===== src/rtl/time_display.sv =====
`default_nettype none
// ============================================================================
// Module  : time_display
// Brief   : Two-digit 7-segment driver for a 0..63 s countdown with blink on
//           finish; optional leading-zero blanking via TIME_DISPLAY_LZ_BLANK_EN.
// Rev     : 1.0
// ============================================================================
module time_display #(
  parameter logic [15:0] SCAN_DIV   = 16'd1000,
  parameter int          BLINK_BITS = 4
) (
  input  logic       clk,
  input  logic       rst,
  input  logic [5:0] cnttime,
  input  logic       over,
  output logic [7:0] seg,
  output logic [1:0] dig,
  output logic       busy
);

  typedef enum logic [1:0] {
    IDLE = 2'd0,
    CONV = 2'd1,
    DONE = 2'd2
  } state_t;

  state_t          r_state, w_state_nxt;
  logic [5:0]      r_last_val, w_last_nxt;
  logic [5:0]      r_work, w_work_nxt;
  logic [3:0]      r_tens, w_tens_nxt;
  logic [3:0]      r_ones, w_ones_nxt;
  logic [3:0]      r_disp_t, w_disp_t_nxt;
  logic [3:0]      r_disp_o, w_disp_o_nxt;
  logic [15:0]     r_scan;
  logic [BLINK_BITS-1:0] r_blink;
  logic [1:0]      r_dig, w_dig_nxt;
  logic [7:0]      r_seg, w_seg_nxt;
  logic [3:0]      w_digit;
  logic            w_tick;

  function automatic logic [7:0] f_seg7(input logic [3:0] d);
    case (d)
      4'd0:    f_seg7 = 8'h3F;
      4'd1:    f_seg7 = 8'h06;
      4'd2:    f_seg7 = 8'h5B;
      4'd3:    f_seg7 = 8'h4F;
      4'd4:    f_seg7 = 8'h66;
      4'd5:    f_seg7 = 8'h6D;
      4'd6:    f_seg7 = 8'h7D;
      4'd7:    f_seg7 = 8'h07;
      4'd8:    f_seg7 = 8'h7F;
      4'd9:    f_seg7 = 8'h6F;
      default: f_seg7 = 8'h00;
    endcase
  endfunction

  // Repeated-subtraction binary-to-BCD; display registers only move in DONE.
  always_comb begin
    w_state_nxt  = r_state;
    w_last_nxt   = r_last_val;
    w_work_nxt   = r_work;
    w_tens_nxt   = r_tens;
    w_ones_nxt   = r_ones;
    w_disp_t_nxt = r_disp_t;
    w_disp_o_nxt = r_disp_o;
    case (r_state)
      IDLE: begin
        if (cnttime != r_last_val) begin
          w_last_nxt  = cnttime;
          w_work_nxt  = cnttime;
          w_tens_nxt  = 4'd0;
          w_state_nxt = CONV;
        end
      end
      CONV: begin
        if (r_work >= 6'd10) begin
          w_work_nxt = r_work - 6'd10;
          w_tens_nxt = r_tens + 4'd1;
        end else begin
          w_ones_nxt  = r_work[3:0];
          w_state_nxt = DONE;
        end
      end
      DONE: begin
        w_disp_t_nxt = r_tens;
        w_disp_o_nxt = r_ones;
        w_state_nxt  = IDLE;
      end
      default: w_state_nxt = IDLE;
    endcase
  end

  always_ff @(posedge clk or posedge rst) begin
    if (rst) begin
      r_state    <= IDLE;
      r_last_val <= 6'd0;
      r_work     <= 6'd0;
      r_tens     <= 4'd0;
      r_ones     <= 4'd0;
      r_disp_t   <= 4'd0;
      r_disp_o   <= 4'd0;
    end else begin
      r_state    <= w_state_nxt;
      r_last_val <= w_last_nxt;
      r_work     <= w_work_nxt;
      r_tens     <= w_tens_nxt;
      r_ones     <= w_ones_nxt;
      r_disp_t   <= w_disp_t_nxt;
      r_disp_o   <= w_disp_o_nxt;
    end
  end

  assign w_tick    = (r_scan == SCAN_DIV - 16'd1);
  assign w_dig_nxt = {r_dig[0], r_dig[1]};
  assign w_digit   = w_dig_nxt[1] ? r_disp_t : r_disp_o;

  // Pattern is chosen for the digit about to be selected, so seg and dig move together.
  always_comb begin
    w_seg_nxt = f_seg7(w_digit);
    if (over && r_blink[BLINK_BITS-1]) begin
      w_seg_nxt = 8'h00;
    end
`ifdef TIME_DISPLAY_LZ_BLANK_EN
    else if (w_dig_nxt[1] && (r_disp_t == 4'd0)) begin
      w_seg_nxt = 8'h00;
    end
`endif
  end

  always_ff @(posedge clk or posedge rst) begin
    if (rst) begin
      r_scan  <= 16'd0;
      r_blink <= '0;
      r_dig   <= 2'b01;
      r_seg   <= 8'h00;
    end else begin
      r_scan <= w_tick ? 16'd0 : r_scan + 16'd1;
      if (!over) begin
        r_blink <= '0;
      end else if (w_tick) begin
        r_blink <= r_blink + 1'b1;
      end
      if (w_tick) begin
        r_dig <= w_dig_nxt;
        r_seg <= w_seg_nxt;
      end
    end
  end

  assign seg  = r_seg;
  assign dig  = r_dig;
  assign busy = (r_state != IDLE);

endmodule
`default_nettype wire


===== config.mk =====
export PLATFORM = sky130hd
export DESIGN_NAME = time_display
export DESIGN_NICKNAME = d
export VERILOG_FILES = /design/src/rtl/time_display.sv
export SDC_FILE = /design/constraint.sdc
export NUM_CORES = 1
export LEC_CHECK = 0
export ABC_AREA = 1
export CORE_MARGIN = 2
export CORE_UTILIZATION = 50
export DETAILED_ROUTE_END_ITERATION = 16
export PLACE_DENSITY_LB_ADDON = 0.25
export SYNTH_ARGS = -nofsm -noshare
export SYNTH_HDL_FRONTEND = slang
export SYNTH_SLANG_ARGS = --single-unit

===== constraint.sdc =====
create_clock -name clk -period 2.93 [get_ports clk]
set_clock_uncertainty 0.2 [all_clocks]
set_input_delay 0.586 -clock clk [delete_from_list [all_inputs] [get_ports clk]]
set_output_delay 0.586 -clock clk [all_outputs]
set_load 0.1 [all_outputs]

==> results of run 1 <==
## cell type report
cell class,count,area [sq um]
Clock buffer,11,141
Timing Repair Buffer,19,175
Tap cell,75,93.8
Multi-Input combinational cell,278,1410
Clock inverter,5,52.6
Sequential cell,59,1480
Inverter,55,208
Fill cell,550,2430
## critical path, cell delays in order, from the launching register on
cell	delay, ns
dfrtp_1	0.45
nor2_1	0.26
inv_1	0.07
buf_4	0.24
## cell usage in the layout, fill, tap and decap left out, types with 2 or more instances in the layout
cell / instances
nand3b_1: 2
o21ai_1: 6
a21oi_1: 12
clkdlybuf4s50_1: 8
nand3_1: 35
inv_1: 50
ha_1: 8
o21ai_0: 26
nand4_1: 6
mux2_2: 4
nand2_1: 104
inv_2: 4
clkinv_2: 4
buf_4: 10
nor3_1: 7
nor2_4: 3
dfrtp_1: 58
clkbuf_8: 10
nand2_2: 5
xor2_1: 11
nor2_1: 41
## worst paths after layout
path                            cells past startpoint        from          to
max in group asynchronous                           3         rst      dig[0]
worst max-delay path                                3  r_state[1]        busy
min in group asynchronous                           3         rst  r_scan[14]
worst max register to register                      5      dig[0]      seg[5]
worst min-delay path                                1  r_scan[15]  r_scan[15]
worst min register to register                      1  r_scan[15]  r_scan[15]
## sequential cells by signal (all words and copies together) (netlist names), 4 cells and up
signal and count:
r_scan 16, r_tens 4, seg 7, r_disp_t 4, r_blink 4, r_disp_o 4
r_work 6, r_last_val 6, r_ones 4
## where the power goes
group	total, uW	leakage [uW]	internal, uW	switching, uW
sequential	1160	0.000723	1020	141
combinational	1100	0.00102	376	729
clock	729	0.0000991	411	317
## per-stage QoR
step	instance area (sq um)	util	worst slack (ns)	hold WS [ns]
3_3_place_gp	3360	0.561	0.654	0.264
6_report	3560	0.594	0.789	0.267
3_5_place_dp	3360	0.561	0.590	0.262
4_1_cts	3560	0.594	0.764	0.275
2_1_floorplan	3130	-	0.689	0.242
5_1_grt	3560	0.594	0.706	0.294
## routing by layer
metal	wire (um)	track usage	part of all wire	vias to the layer above
li1	-	-	-	1312
met1	2870	0.248	0.48	1174
met2	2840	0.297	0.47	53
met3	284	0.0666	0.047	5
met4	44	0.0641	0.0073	0
met5	0	0	0	-
## cells by family (layout without fill, tap and decap cells)
| logic type | Yosys count | count (layout) | synth area share |
|---|---|---|---|
| and+or+nand+nor | 207 | 207 | 0.293 |
| DFF | 59 | 59 | 0.471 |
| buffers and inverters | 61 | 90 | 0.0794 |
| AOI/OAI and AO/OA | 46 | 46 | 0.0751 |
| other | 1 | 1 | 0.00120 |
| xor gates and xnor gates | 12 | 12 | 0.0335 |
| adders and majority gates | 8 | 8 | 0.0319 |
| muxes | 4 | 4 | 0.0144 |
## Yosys cell counts
master	n
nand2_1	104
dfrtp_1	58
inv_1	51
nor2_1	41
nand3_1	35
o21ai_0	26
a21oi_1	12
xor2_1	11
ha_1	8
nor3_1	7
nand4_1	6
o21ai_1	6
nand2_2	5
mux2_2	4
buf_2	3
inv_2	3
nor2_4	3
buf_4	2
nand3b_1	2
buf_6	1
clkinv_2	1
conb_1	1
dfstp_2	1
nand3_2	1
nand3_4	1
nand4_2	1
o21ai_2	1
o22ai_1	1
or2_2	1
xnor2_1	1
==> impl_metrics.csv, run 1 <==
group,metric,value,unit
cells_and_area,finish.net_count,439,
timing,fin_crit_sh,0.731,
cells_and_area,instances_no_fill,502,
yosys,post_synth_instance_area,0.00313,sq mm
timing,post-route-min-period,2.14,ns
cells_and_area,n_antenna_cell,0,
yosys,yosysTopAreaCell,"dfrtp_1",
setup_path,crit_fanout,4,
yosys,postSynthAreaPerCell,7.88,sq um
route,wl,6040,um
clock_tree,post_cts_buffers,0,
setup_path,cp.required,2.14,ns
floorplan,dieWidth,83.2,um
clock_tree,clk_latency,0.34,ns
route,vias,2544,
clock_tree,clk_pin_slew_worst_paths,0.06,ns
setup_path,crit_type,"register to output pin",
setup_path,start_kind,"register",
clock_tree,cts-root-buf,"clkbuf_8",
route,ant_nets,0,
yosys,synth_area_leaders,"dfrtp_1 46%, nand2_1 12%, inv_1 6.1%",
timing,finalMaxSlewViolations,0,
route,dr.pass1.iters,4,
cells_and_area,drive_above_1_share,0.115,
timing,fmax,467,MHz
timing,tightestPinTransition,0.527,ns
global_route,grt_first_pass_wirelength,10600,um
floorplan,rows,28,
global_route,grt_usage,0.191,
global_route,grt_max_degree,60,
yosys,syn_nets,415,
timing,rsz0062_at_grt,"false",
floorplan,core,0.00599,sq mm
route,drt-vias-per-instance,5.07,
clock_tree,htreeDepth,3,
clock_tree,clkSinkCount,59,
floorplan,ioPinCount,20,
setup_path,r2r_slack,0.99,ns
min_path,holdCritPathClass,"register to register",
timing,finalSetupViolCount,0,
run,maxCapViolCount,0,
run_status,status,"finished clean",
power,ir_drop,0.647,mV
timing,tns,0,ns
yosys,yosysWarningCount,0,
global_route,grt_pass1_vias,2343,
cells_and_area,syn_to_final_growth,13.5,%
floorplan,die_h,83.2,um
clock_tree,ctsHoldBuffers,0,
yosys,synthCells,398,
placed_design,place_hpwl,4260,um
power,leakage,0.00184,uW
yosys,synth_seq_cells,59,
route,drc,0,
route,wl_per_cell,12.0,um
placed_design,placedCellCount,486,
timing,hold_viol,0,
clock_tree,clock_path_buffers,2,
floorplan,dieArea,0.00692,sq mm
setup_path,arrival,1.36,ns
global_route,antenna_found_initial,0,
route,drt_iter0_markers,150,
clock_tree,cts_tree,"built",
power,finalPower,2990,uW
yosys,ys_types,30,
clock_tree,cts_buffers,9,
floorplan,start_util,0.523,
global_route,grt_overflow_total,0,
clock_tree,post_cts_resized,0,
timing,max-slew-margin-rel,0.645,
power,pwr_density_cell,842,mW/mm^2
placed_design,numPortBuffers,18,
yosys,synth_top_area_share,0.463,
setup_path,crit_path_end_kind,"output pin",
yosys,yosysSeqAreaShare,0.471,
placed_design,gp_congestion,0.861,
Note: power is estimated with default switching activity, not from simulation.
==> run 2: changes to the inputs <==
==> constraint.sdc (replaced) <==
create_clock -name clk -period 1.85 [get_ports clk]
set_clock_uncertainty 0.2 [all_clocks]
set_input_delay 0.37 -clock clk [delete_from_list [all_inputs] [get_ports clk]]
set_output_delay 0.37 -clock clk [all_outputs]
set_load 0.1 [all_outputs]
==> run 2 against run 1 <==
  * Sequential cell count unchanged
  * Count of clock-buffer cells in the layout up 2
  * Sequential power increased by 60%
  * Design area increased by 8.6%
  * Register-to-register slack worse by 0.92 ns
  * Setup slack got worse by 0.77 ns
  * Critical path type unchanged
==> impl_metrics.csv, run 2 (synthesized netlist as in run 1, its figures left out) <==
group,metric,value,unit
route,drt-vias-per-instance,5.08,
timing,finalSetupViolCount,0,
cells_and_area,drive_above_1_share,0.175,
setup_path,critical-path-max-stage-delay,0.66,ns
setup_path,crit_path_end_kind,"output pin",
clock_tree,clkSinkCount,59,
timing,finalMaxSlewViolations,0,
min_path,holdCritPathClass,"primary input to async pin",
route,drt_iter0_markers,170,
clock_tree,clk_pin_slew_worst_paths,0.06,ns
setup_path,cp.required,1.28,ns
clock_tree,cts-root-buf,"clkbuf_8",
run_status,status,"finished clean",
clock_tree,cts_tree,"built",
setup_path,crit_fanout,6,
global_route,grt_usage,0.200,
setup_path,arrival,1.26,ns
floorplan,start_util,0.523,
timing,hold_ws,0.0944,ns
cells_and_area,largest_reg_flops,16,
floorplan,rows,28,
placed_design,place_hpwl,4740,um
timing,fin_crit_sh,0.992,
global_route,antenna_found_initial,0,
timing,fmax,545,MHz
setup_path,cp_cell_sequence,"buf_6, buf_12",
route,drc,0,
placed_design,numPortBuffers,18,
clock_tree,ctsHoldBuffers,0,
power,pwr_density_cell,1280,mW/mm^2
clock_tree,clock_path_buffers,2,
power,ir_drop,1.02,mV
clock_tree,htreeDepth,3,
setup_path,crit_type,"register to output pin",
floorplan,core,0.00599,sq mm
timing,rsz0062_at_grt,"true",
global_route,grt_pass1_vias,2406,
route,vias,2648,
run,maxCapViolCount,0,
floorplan,dieArea,0.00692,sq mm
power,leakage,0.00201,uW
floorplan,die_h,83.2,um
cells_and_area,syn_to_final_growth,23.2,%
route,ant_nets,0,
clock_tree,clk_latency,0.33,ns
placed_design,gp_congestion,0.853,
cells_and_area,finish.net_count,459,
global_route,grt_overflow_total,0,
power,finalPower,4920,uW
cells_and_area,n_antenna_cell,0,
cells_and_area,mostFrequentLayoutCell,"nand2_1",
cells_and_area,largest-register,"r_scan",
cells_and_area,fillCellCount,483,
setup_path,path_buf_inv,2,
timing,tns,0,ns
timing,hold_viol,0,
route,wl,6380,um
setup_path,crit_slowest_cell,"dfstp_4",
floorplan,dieWidth,83.2,um
cells_and_area,final_cell_mix,"102 x nand2_1, 57 x dfrtp_1, 48 x inv_1",
clock_tree,cts_buffers,9,
setup_path,critPathTopFamily,"flip-flops",
floorplan,ioPinCount,20,
route,dr.pass1.iters,4,
route,wl_per_cell,12.2,um
setup_path,start_kind,"register",
timing,post-route-min-period,1.83,ns
global_route,grt_first_pass_wirelength,11100,um
global_route,grt_max_degree,20,
[run 2: cell count changes in the layout (fill, tap and decap cells not counted), sizes merged]
cell and delta:
buf +20, clkbuf +2, bufinv -1, clkinv -1
inv -1
[run 2: path summary, 6_finish.rpt]
kind                                 start  slack (ns)  cells after the start       endpoint
worst max-delay path                dig[0]        0.02                      2         dig[0]
worst min-delay path                   rst        0.09                      2  r_last_val[5]
worst max register to register      dig[0]        0.07                      5         seg[5]
worst min register to register  r_scan[15]        0.27                      1     r_scan[15]
max in group asynchronous              rst        0.88                      3     r_state[1]
min in group clk                r_scan[15]        0.27                      1     r_scan[15]
[run 2: through the flow]
step	cell area [sq um]	worst slack [ns]	cells	util
finish	3860	0.0154	521	0.644
global route	3860	-0.0228	521	0.644
CTS	3820	0.00317	518	0.637
detailed placement	3620	-0.148	503	0.605
global placement	3620	-0.108	503	0.605
floorplan	3140	-0.131	398	-
[run 2: report_power, final]
part	total [uW]	switching (uW)	internal, uW
Combinational	2000	1220	782
Clock	1060	478	584
Sequential	1860	246	1620
[run 2: worst register-to-register path, stage by stage, from the launching register on]
cell and delay (ns):
dfstp_4 0.66, o21ai_2 0.10, ha_1 0.22, or2_2 0.30
a21oi_2 0.12, o21ai_1 0.08
[run 2: cell type report]
type / instances / area, sq um / share of cell area
Sequential cell: 59 / 1480 / 0.384
Multi-Input combinational cell: 278 / 1440 / 0.373
Timing Repair Buffer: 39 / 454 / 0.118
Inverter: 55 / 211 / 0.0548
Clock buffer: 13 / 169 / 0.0438
Tap cell: 75 / 93.8 / 0.0243
Clock inverter: 2 / 10.0 / 0.00259
[run 2: per-layer routing]
layer | vias up | share of wire | global-route usage
met3 | 11 | 0.033 | 0.0358
li1 | 1354 | - | -
met1 | 1230 | 0.47 | 0.269
met5 | - | 0 | 0
met2 | 53 | 0.47 | 0.317
met4 | 0 | 0.020 | 0.0909
[run 2: what timing repair did]
action,CTS,global route
resized for setup,4,9
pin swaps,0,3
setup endpoints to repair,4,12
buffers inserted,0,3
